**src/rtl/tiny_bnn_driver.sv**
```systemverilog
// tiny_bnn_driver: host-side driver for the tiny_bnn 8-pin io_in interface.
// Generates the DUT clock, shifts parameters bit-serially, runs nibble inference.
module tiny_bnn_driver #(
    parameter int unsigned SETTLE_CYCLES = 2
) (
    input  logic       clk,
    input  logic       reset,
    input  logic       cfg_valid,
    output logic       cfg_ready,
    input  logic [7:0] cfg_data,
    input  logic       cfg_last,
    input  logic       x_valid,
    output logic       x_ready,
    input  logic [7:0] x_data,
    output logic       y_valid,
    output logic [7:0] y_data,
    output logic       busy,
    output logic [7:0] io_in_drv,
    input  logic [7:0] io_out_dut
);

    typedef enum logic [3:0] {
        IDLE,
        LD_LO,
        LD_HI,
        XL_LO,
        XL_HI,
        XH_LO,
        XH_HI,
        SETTLE,
        DONE
    } state_t;

    localparam logic [3:0] SETTLE_M1 = 4'(SETTLE_CYCLES - 1);

    state_t     state_q;
    logic [7:0] sh_q;
    logic [2:0] bit_q;
    logic       last_q;
    logic       load_open_q;
    logic [7:0] x_q;
    logic [3:0] settle_q;
    logic [3:0] nib_q;
    logic       bank_q;
    logic       param_q;
    logic       setup_q;
    logic       dclk_q;
    logic       cfg_ready_q;
    logic       x_ready_q;
    logic       y_valid_q;
    logic [7:0] y_data_q;

    // Accept decisions in IDLE; cfg wins when both streams are offered.
    logic cfg_acc_d;
    logic x_acc_d;

    // Accept decode for the two host streams.
    always_comb begin
        cfg_acc_d = 1'b0;
        x_acc_d   = 1'b0;
        if (state_q == IDLE) begin
            cfg_acc_d = cfg_valid && cfg_ready_q;
            x_acc_d   = !cfg_acc_d && x_valid && x_ready_q;
        end
    end

    // Main sequencer: every DUT clock is a LO (data update) / HI (edge) pair.
    always_ff @(posedge clk) begin
        if (reset) begin
            state_q     <= IDLE;
            sh_q        <= 8'h00;
            bit_q       <= 3'd0;
            last_q      <= 1'b0;
            load_open_q <= 1'b0;
            x_q         <= 8'h00;
            settle_q    <= 4'd0;
            nib_q       <= 4'h0;
            bank_q      <= 1'b0;
            param_q     <= 1'b0;
            setup_q     <= 1'b0;
            dclk_q      <= 1'b0;
            cfg_ready_q <= 1'b0;
            x_ready_q   <= 1'b0;
            y_valid_q   <= 1'b0;
            y_data_q    <= 8'h00;
        end else begin
            y_valid_q <= 1'b0;
            unique case (state_q)
                IDLE: begin
                    dclk_q      <= 1'b0;
                    cfg_ready_q <= 1'b1;
                    x_ready_q   <= !load_open_q;
                    if (cfg_acc_d) begin
                        sh_q        <= cfg_data;
                        last_q      <= cfg_last;
                        load_open_q <= 1'b1;
                        param_q     <= cfg_data[0];
                        setup_q     <= 1'b1;
                        bit_q       <= 3'd0;
                        cfg_ready_q <= 1'b0;
                        x_ready_q   <= 1'b0;
                        state_q     <= LD_LO;
                    end else if (x_acc_d) begin
                        x_q         <= x_data;
                        nib_q       <= x_data[3:0];
                        bank_q      <= 1'b0;
                        cfg_ready_q <= 1'b0;
                        x_ready_q   <= 1'b0;
                        state_q     <= XL_LO;
                    end
                end
                LD_LO: begin
                    dclk_q  <= 1'b1;
                    state_q <= LD_HI;
                end
                LD_HI: begin
                    dclk_q <= 1'b0;
                    if (bit_q == 3'd7) begin
                        cfg_ready_q <= 1'b1;
                        state_q     <= IDLE;
                        if (last_q) begin
                            load_open_q <= 1'b0;
                            setup_q     <= 1'b0;
                            x_ready_q   <= 1'b1;
                        end else begin
                            x_ready_q <= 1'b0;
                        end
                    end else begin
                        bit_q   <= bit_q + 3'd1;
                        sh_q    <= {1'b0, sh_q[7:1]};
                        param_q <= sh_q[1];
                        state_q <= LD_LO;
                    end
                end
                XL_LO: begin
                    dclk_q  <= 1'b1;
                    state_q <= XL_HI;
                end
                XL_HI: begin
                    dclk_q  <= 1'b0;
                    nib_q   <= x_q[7:4];
                    bank_q  <= 1'b1;
                    state_q <= XH_LO;
                end
                XH_LO: begin
                    dclk_q  <= 1'b1;
                    state_q <= XH_HI;
                end
                XH_HI: begin
                    dclk_q   <= 1'b0;
                    settle_q <= SETTLE_M1;
                    state_q  <= SETTLE;
                end
                SETTLE: begin
                    if (settle_q == 4'd0) begin
                        y_data_q  <= io_out_dut;
                        y_valid_q <= 1'b1;
                        state_q   <= DONE;
                    end else begin
                        settle_q <= settle_q - 4'd1;
                    end
                end
                DONE: begin
                    cfg_ready_q <= 1'b1;
                    x_ready_q   <= 1'b1;
                    state_q     <= IDLE;
                end
                default: begin
                    state_q <= IDLE;
                end
            endcase
        end
    end

    assign cfg_ready = cfg_ready_q;
    assign x_ready   = x_ready_q;
    assign y_valid   = y_valid_q;
    assign y_data    = y_data_q;
    assign busy      = (state_q != IDLE);
    assign io_in_drv = {nib_q, bank_q, param_q, setup_q, dclk_q};

endmodule

```
**config.mk**
```make
export PLATFORM = sky130hd
export DESIGN_NAME = tiny_bnn_driver
export DESIGN_NICKNAME = d
export VERILOG_FILES = /design/src/rtl/tiny_bnn_driver.sv
export SDC_FILE = /design/constraint.sdc
export NUM_CORES = 1
export LEC_CHECK = 0
export ABC_AREA = 1
export CAP_MARGIN = 10
export CORE_UTILIZATION = 53
export CTS_BUF_LIST = sky130_fd_sc_hd__clkbuf_16
export DETAILED_ROUTE_END_ITERATION = 10
export GPL_TIMING_DRIVEN = 0
export HOLD_SLACK_MARGIN = 0.15
export PLACE_DENSITY = 0.84
export SETUP_SLACK_MARGIN = 0.5
export SYNTH_ARGS = -nofsm -noshare
export SYNTH_HDL_FRONTEND = slang
export SYNTH_SLANG_ARGS = --single-unit
```
**constraint.sdc**
```tcl
create_clock -name clk -period 4.55 [get_ports clk]
set_clock_uncertainty 0.15 [all_clocks]
set_input_delay 0.91 -clock clk [delete_from_list [all_inputs] [get_ports clk]]
set_output_delay 0.91 -clock clk [all_outputs]
set_load 0.05 [all_outputs]
```
=== Word level (Yosys, flattened, before mapping) ===
Cells that the tools add are included.

* Flip-flop bits (word level): 47
* Input bits: 29
* Output and inout port bits: 20
* Logic and storage cells: 101

* $add $sub $neg: 2
* Equality and inequality tests: 18
* Multiplexer cells: 39
* Bitwise logic cells: 2
* Reductions and logical operators: 25

{| class="wikitable"
|+ Operators by type and width
! kind !! count
|-
| $pmux 4 s8 || 1
|-
| $mux 4 || 6
|-
| $mux 1 || 18
|-
| $eq 4x3->1 const B || 4
|-
| $mux 8 || 2
|-
| $ne 2x2->1 const B || 8
|-
| $pmux 4 s2 || 2
|-
| $pmux 8 s2 || 1
|-
| $reduce_and 2->1 || 5
|-
| $reduce_and 3->1 || 3
|-
| $eq 4x2->1 const B || 2
|-
| $logic_not 4->1 || 2
|-
| $pmux 1 s2 || 4
|-
| $reduce_bool 2->1 || 4
|-
| $mux 3 || 2
|-
| $pmux 1 s3 || 2
|-
| $pmux 3 s2 || 1
|-
| $eq 4x1->1 const B || 1
|-
| $eq 4x4->1 const B || 1
|-
| $reduce_and 4->1 || 1
|-
| $reduce_bool 4->1 || 1
|-
| $reduce_or 4->1 || 1
|-
| $sub 4x1->4 const B || 1
|-
| $add 3x1->3 const B || 1
|-
| other kinds (8) || 12
|}

=== Longest topological paths before layout ===
* Depth after elaboration: 8
* Gate-level depth with buffers: 9
* Mapped depth without buffers: 8

=== Least setup slack after synthesis ===
OpenSTA, ideal clock, no wires.

* Path type: register to output
* Start: register state_q[0]
* End: output busy
* Arrival: 1,042 ps
* Data required time: 3,490 ps
* Path slack: 2,448 ps
* Cell stages (with the launch flop): 6
* Path buffers: 1
* Cells stage by stage: dfxtp_1 -> buf_6 -> inv_1 -> nand2_1 -> nor2_4 -> inv_1

* Word-level cells in the longest chain between the ends: 1

{| class="wikitable"
|+ RTL lines
! what !! line !! source
|-
| start, declared || 36 || <nowiki>state_t state_q;</nowiki>
|-
| start signal, assigned || 70 || <nowiki>state_q <= IDLE;</nowiki>
|-
| start signal, assigned || 102 || <nowiki>state_q <= LD_LO;</nowiki>
|-
| start signal, assigned || 109 || <nowiki>state_q <= XL_LO;</nowiki>
|-
| $reduce_bool 4->1 || 179 || <nowiki>assign busy = (state_q != IDLE);</nowiki>
|-
| end, declared || 17 || <nowiki>output logic busy,</nowiki>
|}

Every way passes these cells.

=== Final worst setup path ===
* Start: register state_q[1]
* End: output busy

Same word-level chain as after synthesis.

==> metrics.csv <==
metric,value,unit
run status,"finished, final reports clean",
layout net count,385,
drc violations,0,
WL final,4605,um
Hold Crit Depth,2,
antenna violations before repair,0,
max_cap viols,0,
Routability Congestion,0.9145,
post-DP HPWL,3167,um
reg-to-reg endpoint,nib_q[1]$_SDFFE_PP0P_,
Via density,4.993,
die area,4154,sq um
Post-CTS Setup Inserts,0,
remaining antenna violation count after routing,0,
"Reg clk slew, reported paths",0.06,ns
clk sinks,42,
worst vdd ir,0.3528,mV
Clock Root Buffer,clkbuf_16,
WP data arrival,1.98,ns
I/O Buffers,48,
Rows,22,
Cell Int Power,0.0009637,W
Final period util,66.74,%
Mean Syn Cell Area,6.960,sq um
Post-CTS Resized,0,
CTS buffer count,5,
Synth Net Count,330,
P&R area growth vs syn,33.84,%
# fillers,297,
wire per inst,11.51,um
drt initial violations,116,
Max clock buf depth,2,
Setup CP Type,reg -> out,
main combinational cell family by area after synthesis,simple AND/OR/NAND/NOR gates,
Final min period,3.037,ns
"FF+latch count, synth",42,
H-tree Lvls,2,
synthesized instance count,297,
Adder-Cell Fraction of Synth Area,2.421,%
CTS tree,built,
Leakage,1.261,nW
Critical Path Fanout Max,5,
switching pwr,0.0006680,W
Sw Share,40.94,%
final setup vio count,0,
sequential area share after synthesis,40.68,%
Initial Util,56.04,%
Die Y-Extent,64.45,um
Required @ worst endpoint,3.49,ns
YS warnings,0,
XOR/XNOR Fraction of Synth Area,0,%
Rel. slew slack,62.93,%
Core Box Area,3689,sq um
internal reg-to-reg setup slack,2.93,ns
worst hold path type,reg -> reg,
Post-Syn Area,2067,sq um
"Hold Violations, Final",0,
clock power share,24.0,%
actual slew at the worst max-slew pin,0.5561,ns
post-synthesis mux area share,0,%
fmax,329.3,MHz
layout cell share with drive strength beyond 1,10.51,%
Hold WS,0.3030,ns
Simple-Gate Fraction of Synth Area,36.44,%
Initial DRT Pass Iterations,4,
Ports,49,
crit end category,primary output,
end point of the worst hold path,dclk_q$_SDFFE_PP0P_,
slowest CP cell,clkdlybuf4s50_1,
vias in the first global route,1882,
Die W,64.45,um
logic gate share of total power,46.1,%
DR vias,1997,
max incr delay on CP,0.79,ns
P per Cell Area,589.8,nW/um^2
largest net degree at the start of global routing,13,
RSZ-0062 raised after global routing,no,
share of the synthesized area in compound gates (AO/OA/AOI/OAI),10.96,%
Yosys cell types,31,
first-pass GRT wire length,8155,um
CP cell instances,inv_2 -> nand2_1 -> nor2_4 -> inv_1 -> clkdlybuf4s50_1,
reg2reg start,state_q[3]$_SDFFE_PP0P_,
r2r worst-path depth,6,
Worst-Skew Late Latency,0.28,ns
Startpoint Class,register,
Slew Limit Fails,0,
Antenna Cells,0,
gr usage total,25.02,%
Hold Path Origin,dclk_q$_SDFFE_PP0P_,
GRT overflow,0,
Fin Setup TNS,0,ns
Post-CTS Hold Fix Bufs,0,
part of the power in registers,29.8,%
[registers in the layout, indices dropped and copies added, names as in the netlist]
register   flops
settle_q       4
state_q        4
cfg_ready      1
sh_q           8
setup_q        1
y_valid        1
bit_q          3
y_data         8
bank_q         1
last_q         1
nib_q          4
dclk_q         1
x_q            4
x_ready        1
[per-layer routing]
layer	share of wire, %	global-route usage, %
met1	45	31.57
met2	47	40.92
met4	0.89	6.944
met3	6.8	7.923
met5	0	0
[worst max-delay path: cells and delay by family, from the launching register on]
kind / cells / cell delay [ns]
buffers and inverters: 3 / 0.98
flip-flops: 1 / 0.43
AND/OR/NAND/NOR: 2 / 0.29
[layout by cell type (no fill, tap or decap), types with 2 or more instances in the layout]
cell type / count
a21oi_1: 12
a21oi_2: 2
buf_4: 4
buf_6: 2
clkbuf_1: 2
clkbuf_16: 5
clkdlybuf4s50_1: 48
clkinv_1: 2
dfxtp_1: 42
ha_1: 4
inv_1: 28
inv_2: 5
nand2_1: 66
nand2_2: 5
nand3_1: 16
nand3_2: 3
nor2_1: 60
nor2_2: 3
nor2_4: 3
o21ai_0: 20
o21ai_1: 7
[synthesized netlist by cell type, drive strengths merged]
| cell type | number | share of area [%] |
|---|---|---|
| inv | 33 | 6.0 |
| buf | 8 | 3.0 |
| a31oi | 1 | 0.30 |
| clkbuf | 2 | 0.36 |
| a21boi | 1 | 0.36 |
| ha | 4 | 2.4 |
| clkinv | 1 | 0.18 |
| nand4 | 1 | 0.30 |
| o21ai | 27 | 6.5 |
| nor3b | 1 | 0.36 |
| nand2 | 71 | 13 |
| a21oi | 14 | 3.8 |
| nand3 | 20 | 6.2 |
| nand3b | 1 | 0.36 |
| or2 | 1 | 0.30 |
| nor3 | 2 | 1.0 |
| nor2 | 67 | 14 |
| dfxtp | 42 | 41 |
[stage by stage]
stage               power (W)  setup WS, ns  area (sq um)  cells  utilization [%]
finish               0.001632         1.513          2766    400            75.00
CTS                  0.001631         1.531          2766    400            75.00
global route         0.001744         1.426          2766    400            75.00
floorplan            0.001053         2.448          2067    297                -
detailed placement   0.001237         1.830          2608    393            70.69
global placement     0.001227         1.829          2608    393            70.69
[logic make-up after synthesis]
group	after synthesis
flops	42
simple gates	164
compound gates	43
fa+ha+maj	4
buf+inv	44
[layout make-up]
| type | count | area (sq um) | area share [%] |
|---|---|---|---|
| Multi-Input combinational cell | 211 | 1030 | 37.22 |
| Sequential cell | 42 | 840.8 | 30.39 |
| Timing Repair Buffer | 48 | 480.5 | 17.37 |
| Inverter | 34 | 127.6 | 4.613 |
| Clock buffer | 5 | 125.1 | 4.523 |
| Buffer | 10 | 68.82 | 2.488 |
| Tap cell | 48 | 60.06 | 2.171 |
| Clock inverter | 2 | 33.78 | 1.221 |
[power by group through the flow]
stage	Combinational, W	Sequential (W)	Clock (W)
after floorplan	0.000493	0.000559	0
after global placement	0.000735	0.000491	0
after detailed placement	0.000743	0.000494	0
after CTS	0.000754	0.000486	0.000390
after global routing	0.000840	0.000496	0.000408
final	0.000753	0.000487	0.000392
[worst max-delay path by stage]
stage	slack, ns	start	end
floorplan	2.45	state_q[0]$_SDFFE_PP0P_	busy
global route	1.43	state_q[1]$_SDFFE_PP0P_	busy
detailed placement	1.83	state_q[1]$_SDFFE_PP0P_	busy
global placement	1.83	state_q[1]$_SDFFE_PP0P_	busy
CTS	1.53	state_q[1]$_SDFFE_PP0P_	busy
finish	1.51	state_q[1]$_SDFFE_PP0P_	busy
Note: power is estimated with default switching activity, not from simulation.
